$ cat src/rtl/instruction_cache_pkg.sv
// Shared fetch-port bundle types and instruction-cache defaults.
// Imported by the cache and by anything that talks to its fetch port.
package Bundle;

    localparam int DEFAULT_NUM_LINES      = 16;
    localparam int DEFAULT_WORDS_PER_LINE = 4;

    typedef enum logic [1:0] {
        IDLE,
        REQ,
        WAIT
    } IcState;

    typedef struct packed {
        logic [31:0] addr;
    } MemoryReq;

    typedef struct packed {
        MemoryReq req;
        logic     req_valid;
    } MemoryIn;

    typedef struct packed {
        logic [31:0] data;
    } MemoryRes;

    typedef struct packed {
        MemoryRes res;
        logic     resp_valid;
    } MemoryOut;

endpackage

$ cat src/rtl/instruction_cache.sv
// Direct-mapped, blocking instruction cache with a one-word-at-a-time line refill.
// Lookup is combinational; a miss stalls the fetch until the whole line is filled.
module instruction_cache
    import Bundle::*;
#(
    parameter int NUM_LINES      = DEFAULT_NUM_LINES,
    parameter int WORDS_PER_LINE = DEFAULT_WORDS_PER_LINE
) (
    input  logic        clk,
    input  logic        rst_n,
    input  MemoryIn     imem_in,
    output MemoryOut    imem_out,
    output logic        cmiss_stall,
    input  logic        invalidate,
    output logic        mem_req_valid,
    output logic [31:0] mem_req_addr,
    input  logic        mem_req_ready,
    input  logic        mem_resp_valid,
    input  logic [31:0] mem_resp_data
);

    localparam int OFF_W    = $clog2(WORDS_PER_LINE);
    localparam int IDX_W    = $clog2(NUM_LINES);
    localparam int LINE_LSB = 2 + OFF_W;
    localparam int TAG_W    = 32 - LINE_LSB - IDX_W;

    IcState                state;
    logic [OFF_W-1:0]      counter;
    logic [31-LINE_LSB:0]  fill_line;
    logic                  pending_inv;
    logic [NUM_LINES-1:0]  valid;
    logic [TAG_W-1:0]      tag_arr  [NUM_LINES];
    logic [31:0]           data_arr [NUM_LINES][WORDS_PER_LINE];

    logic [OFF_W-1:0]      req_off;
    logic [IDX_W-1:0]      req_idx;
    logic [TAG_W-1:0]      req_tag;
    logic [IDX_W-1:0]      fill_idx;
    logic [TAG_W-1:0]      fill_tag;
    logic                  hit;
    logic                  miss;
    logic                  last_word;
    logic                  fill_done;
    logic                  unused_byte_bits;

    assign req_off          = imem_in.req.addr[2 +: OFF_W];
    assign req_idx          = imem_in.req.addr[LINE_LSB +: IDX_W];
    assign req_tag          = imem_in.req.addr[31 -: TAG_W];
    assign unused_byte_bits = ^imem_in.req.addr[1:0];

    // The refill works from the latched line address so a redirect mid-refill cannot corrupt it.
    assign fill_idx  = fill_line[0 +: IDX_W];
    assign fill_tag  = fill_line[IDX_W +: TAG_W];

    assign hit       = imem_in.req_valid && (state == IDLE) && valid[req_idx]
                       && (tag_arr[req_idx] == req_tag);
    assign miss      = imem_in.req_valid && (state == IDLE) && !hit;
    assign last_word = (counter == OFF_W'(WORDS_PER_LINE - 1));
    assign fill_done = (state == WAIT) && mem_resp_valid && last_word;

    always_comb begin
        imem_out            = '0;
        imem_out.resp_valid = hit;
        if (hit) begin
            imem_out.res.data = data_arr[req_idx][req_off];
        end
    end

    assign cmiss_stall   = miss || (state != IDLE);
    assign mem_req_valid = (state == REQ);
    assign mem_req_addr  = {fill_line, counter, 2'b00};

    // An invalidate seen mid-refill is held back and also wipes the line just filled.
    always_ff @(posedge clk or negedge rst_n) begin
        if (!rst_n) begin
            state       <= IDLE;
            counter     <= '0;
            fill_line   <= '0;
            pending_inv <= 1'b0;
            valid       <= '0;
        end else begin
            case (state)
                IDLE: begin
                    if (invalidate) begin
                        valid <= '0;
                    end
                    if (miss) begin
                        state     <= REQ;
                        counter   <= '0;
                        fill_line <= imem_in.req.addr[31:LINE_LSB];
                    end
                end
                REQ: begin
                    if (invalidate) begin
                        pending_inv <= 1'b1;
                    end
                    if (mem_req_ready) begin
                        state <= WAIT;
                    end
                end
                WAIT: begin
                    if (invalidate) begin
                        pending_inv <= 1'b1;
                    end
                    if (mem_resp_valid) begin
                        if (!last_word) begin
                            counter <= counter + 1'b1;
                            state   <= REQ;
                        end else begin
                            state       <= IDLE;
                            pending_inv <= 1'b0;
                            if (pending_inv || invalidate) begin
                                valid <= '0;
                            end else begin
                                valid[fill_idx] <= 1'b1;
                            end
                        end
                    end
                end
                default: state <= IDLE;
            endcase
        end
    end

    always_ff @(posedge clk) begin
        if ((state == WAIT) && mem_resp_valid) begin
            data_arr[fill_idx][counter] <= mem_resp_data;
        end
        if (fill_done) begin
            tag_arr[fill_idx] <= fill_tag;
        end
    end

endmodule

$ cat config.mk
export PLATFORM = sky130hd
export DESIGN_NAME = instruction_cache
export DESIGN_NICKNAME = d
export VERILOG_FILES = /design/src/rtl/instruction_cache_pkg.sv /design/src/rtl/instruction_cache.sv
export SDC_FILE = /design/constraint.sdc
export NUM_CORES = 2
export LEC_CHECK = 0
export BUFFER_PORTS_ARGS = -buffer_cell sky130_fd_sc_hd__buf_4
export CAP_MARGIN = 20
export CORE_ASPECT_RATIO = 2
export CORE_MARGIN = 1.5
export CORE_UTILIZATION = 38
export DETAILED_ROUTE_END_ITERATION = 12
export GPL_ROUTABILITY_DRIVEN = 0
export HOLD_SLACK_MARGIN = 0.03
export PLACE_DENSITY = 0.57
export SLEW_MARGIN = 20
export SYNTH_ARGS = -nofsm -noshare
export SYNTH_HDL_FRONTEND = slang
export SYNTH_SLANG_ARGS = --single-unit
$ cat constraint.sdc
create_clock -name clk -period 4.2 [get_ports clk]
set_input_delay 0.21 -clock clk [delete_from_list [all_inputs] [get_ports clk]]
set_output_delay 0.21 -clock clk [all_outputs]
set_load 0.01 [all_outputs]
==> impl_metrics.ini <==
[pwr]
vdd_ir_drop_max_mv = 0.513
clockPowerShare_pct = 37.0
p_switching_uw = 11800
internal_power_uw = 40200
switching_share_pct = 22.6
power_frac_seq_pct = 55.5
powerDensity_mw_per_mm2 = 472
total_power_uw = 51900
p_leak_uw = 0.0341
pwr-share-comb_pct = 7.5

[grt]
grt_pass1_vias = 46000
gr-total-overflow = 0
grtUsageTotal_pct = 19.6
grt_max_degree = 73
grt_pass1_wl_um = 348000
antenna_found_initial = 20

[clock_network]
cts.sinks = 2481
cts_max_path_buffers = 4
numCtsBuffers = 208
h-tree-depth = 4
cts_tree = built
cts_root_buffer = clkbuf_16
clock_latency_ns = 0.90
clk_pin_slew_worst_paths_ns = 0.07

[drt]
drtPass1Iterations = 5
ant_nets = 0
post_drt_wl_per_cell_um = 31.9
vias = 43500
drt_iter0_markers = 3920
drc = 0
post_drt_via_cell_ratio = 5.60
routed_wl_um = 248000

[sta]
worst_slack_ns = -0.0333
period_share_pct = 101
rsz0062_at_grt = yes
period_needed_ns = 4.23
fin_skew_ns = 0.0619
tns_ns = -0.0526
slew_headroom_pct = 31.5
finalHoldViolCount = 0
max_freq_ghz = 0.236
setup_viol = 5
tightest_slew_ns = 1.03
finalMaxSlewViolations = 0

[status]
status = finished, violations left
violations = setup timing

[floorplan]
core_mm2 = 0.249
dieArea_mm2 = 0.254
die_w_um = 357
num_rows = 259
die_h_um = 711
ios = 137
initial_utilization_pct = 38.2

[setup_path]
path_max_fanout = 5
crit_top_cell = buf_4
crit_slowest_cell = mux4_2
r2r_cells = 13
r2r_slack_ns = 0.21
path_delay_family = simple AND/OR/NAND/NOR gates
worstSetupPathType = flip-flop to primary output
critPathLaunchType = flip-flop
r2r_end = fill_line[14]
timing.rr.start = tag_arr[5][13]
cp_cell_sequence = mux4_2 > a22oi_1 > nand2_1 > xor2_1 > nor4_2 > buf_4 > o2111ai_2 > or2_4 > clkbuf_16 > a211oi_4 > buf_4
cpPeakStageDelay_ns = 0.49
path_buf_inv = 3
required_ns = 3.99
end_kind = primary output
cp.arrival_ns = 4.02

[place]
port_buffers = 132
placed_area_mm2 = 0.102
dp_hpwl_um = 137000
dp.cells = 7304
pre_cts_slack_ns = -0.291

[finish]
drive_gt1_share_pct = 33.0
multiInputGateArea_mm2 = 0.0207
syn2layout_area_growth_pct = 15.3
stdcell_area_mm2 = 0.110
final-seq-area_mm2 = 0.0743
mostFrequentLayoutCells = 2,432 x edfxtp_1, 739 x mux4_2, 251 x buf_4, 214 x clkbuf_16, 83 x dlygate4sd3_1
layout_commonest_cell = edfxtp_1
fillers = 20700
layout.cells.non_filler = 7772
nNetsFinal = 4416

[yosys]
yosysSeqAreaShare_pct = 77.9
syn_inst = 3926
async_flop_share_pct = 1.98
ys_ff_latch = 2481
synth_top_cell_area_share_pct = 76.6
ys_dominant_reg_cell = edfxtp_1
synth_cell_types = 56
synth-edff-count = 2432
synthTopCellsByArea = edfxtp_1 77%, mux4_2 17%, dfrtp_1 1.3%
avgSynthCellArea_um2 = 24.3
synth_area_mm2 = 0.0953
synth_largest_area_cell = edfxtp_1
yosysWarnings = 0

[min_path]
whs_path_depth = 3
min_from = imem_in[5]
holdPathEnd = fill_line[0]
hp-class = input pin to flip-flop

[run]
maxCapViolCount = 0
[registers in the layout, indices dropped and copies added, names as in the netlist]
signal,count
counter,2
pending_inv,1
tag_arr,384
fill_line,28
valid,16
state,2
data_arr,2048
[worst max-delay path by stage]
stage	start	to	slack, ns	cells past startpoint
finish	tag_arr[5][13]	imem_out[32]	-0.03	11
global route	tag_arr[14][13]	imem_out[24]	-0.16	12
CTS	tag_arr[7][5]	imem_out[2]	-0.12	11
detailed placement	imem_in[5]	imem_out[2]	-0.29	12
global placement	imem_in[6]	imem_out[2]	-0.36	12
floorplan	fill_line[1]	data_arr[14][0]	0.14	5
[timing repair]
| action | in CTS | in global routing |
|---|---|---|
| hold buffers | 84 | 0 |
| pin swaps | 3 | 7 |
| setup buffers | 0 | 2 |
| setup endpoints to repair | 33 | 33 |
| gates cloned | 1 | 2 |
| hold endpoints to repair | 2146 | 0 |
| resized for setup | 36 | 23 |
[worst register-to-register path, cell delays in order, from the launching register on]
cell and delay (ns):
edfxtp_1 0.37, mux4_2 0.49, a22oi_1 0.21, nand2_1 0.11
xor2_1 0.17, nor4_2 0.39, buf_4 0.23, o2111ai_2 0.11
or2_4 0.37, buf_4 0.18, nand3_2 0.08, buf_12 0.25
mux2_2 0.37, dlygate4sd3_1 0.56
[cells by family (layout without fill, tap and decap cells)]
| family | count (synthesis) | after routing | synth area share (%) |
|---|---|---|---|
| compound gates | 122 | 122 | 0.940 |
| mux | 836 | 836 | 18.5 |
| flops | 2481 | 2481 | 77.9 |
| other cells | 1 | 7 | 0.00393 |
| fa+ha+maj | 8 | 8 | 0.105 |
| simple gates | 225 | 225 | 1.11 |
| buf+inv | 228 | 806 | 1.19 |
| xor+xnor | 25 | 25 | 0.230 |
[metrics by stage]
step / utilization (%) / hold slack (ns)
after floorplan: - / -0.0856
after global placement: 41.0 / 0.339
after detailed placement: 41.0 / 0.344
after CTS: 44.0 / 0.0899
after global routing: 44.1 / 0.117
final: 44.1 / 0.0843
[layout make-up]
| class | count | share of cell area (%) |
|---|---|---|
| antenna | 5 | 0.0114 |
| clock buffer | 253 | 4.99 |
| clock inverter | 124 | 0.984 |
| inverter | 12 | 0.0455 |
| multi-input combinational | 1218 | 18.8 |
| sequential | 2481 | 67.6 |
| tap | 3262 | 3.71 |
| timing repair buffer | 417 | 3.86 |
[power by group through the flow]
| stage | clock network [µW] | logic, µW | registers, µW |
|---|---|---|---|
| finish | 19200 | 3880 | 28800 |
| CTS | 19600 | 3910 | 28800 |
| detailed placement | 0 | 3690 | 29400 |
| floorplan | 0 | 1990 | 29100 |
| global route | 20400 | 4120 | 28900 |
| global placement | 0 | 3630 | 29300 |
[per-layer routing]
layer	up-vias	GRT usage, %	routed length, µm
met2	1283	36.7	139000
met3	412	2.59	11500
met5	-	0	57
met1	24100	22.9	89800
met4	8	6.26	7920
li1	17700	-	-
[Yosys cell counts (4+ instances only)]
cell type,n
a211oi_1,26
a21oi_1,12
a22oi_1,25
a311oi_1,7
a31oi_1,12
a41oi_1,7
and2_1,11
and3_1,7
buf_1,26
buf_2,107
buf_4,15
buf_6,10
clkbuf_1,57
dfrtp_1,49
edfxtp_1,2432
ha_1,8
inv_1,11
mux2_1,9
mux2_2,23
mux2i_1,65
mux4_2,739
nand2_1,49
nand2b_1,4
nand3_1,13
nor2_1,93
nor2b_1,31
o2111ai_1,4
o211ai_1,5
o21ai_0,5
xnor2_1,7
xor2_1,18
Power figures use the tool's default switching activity.
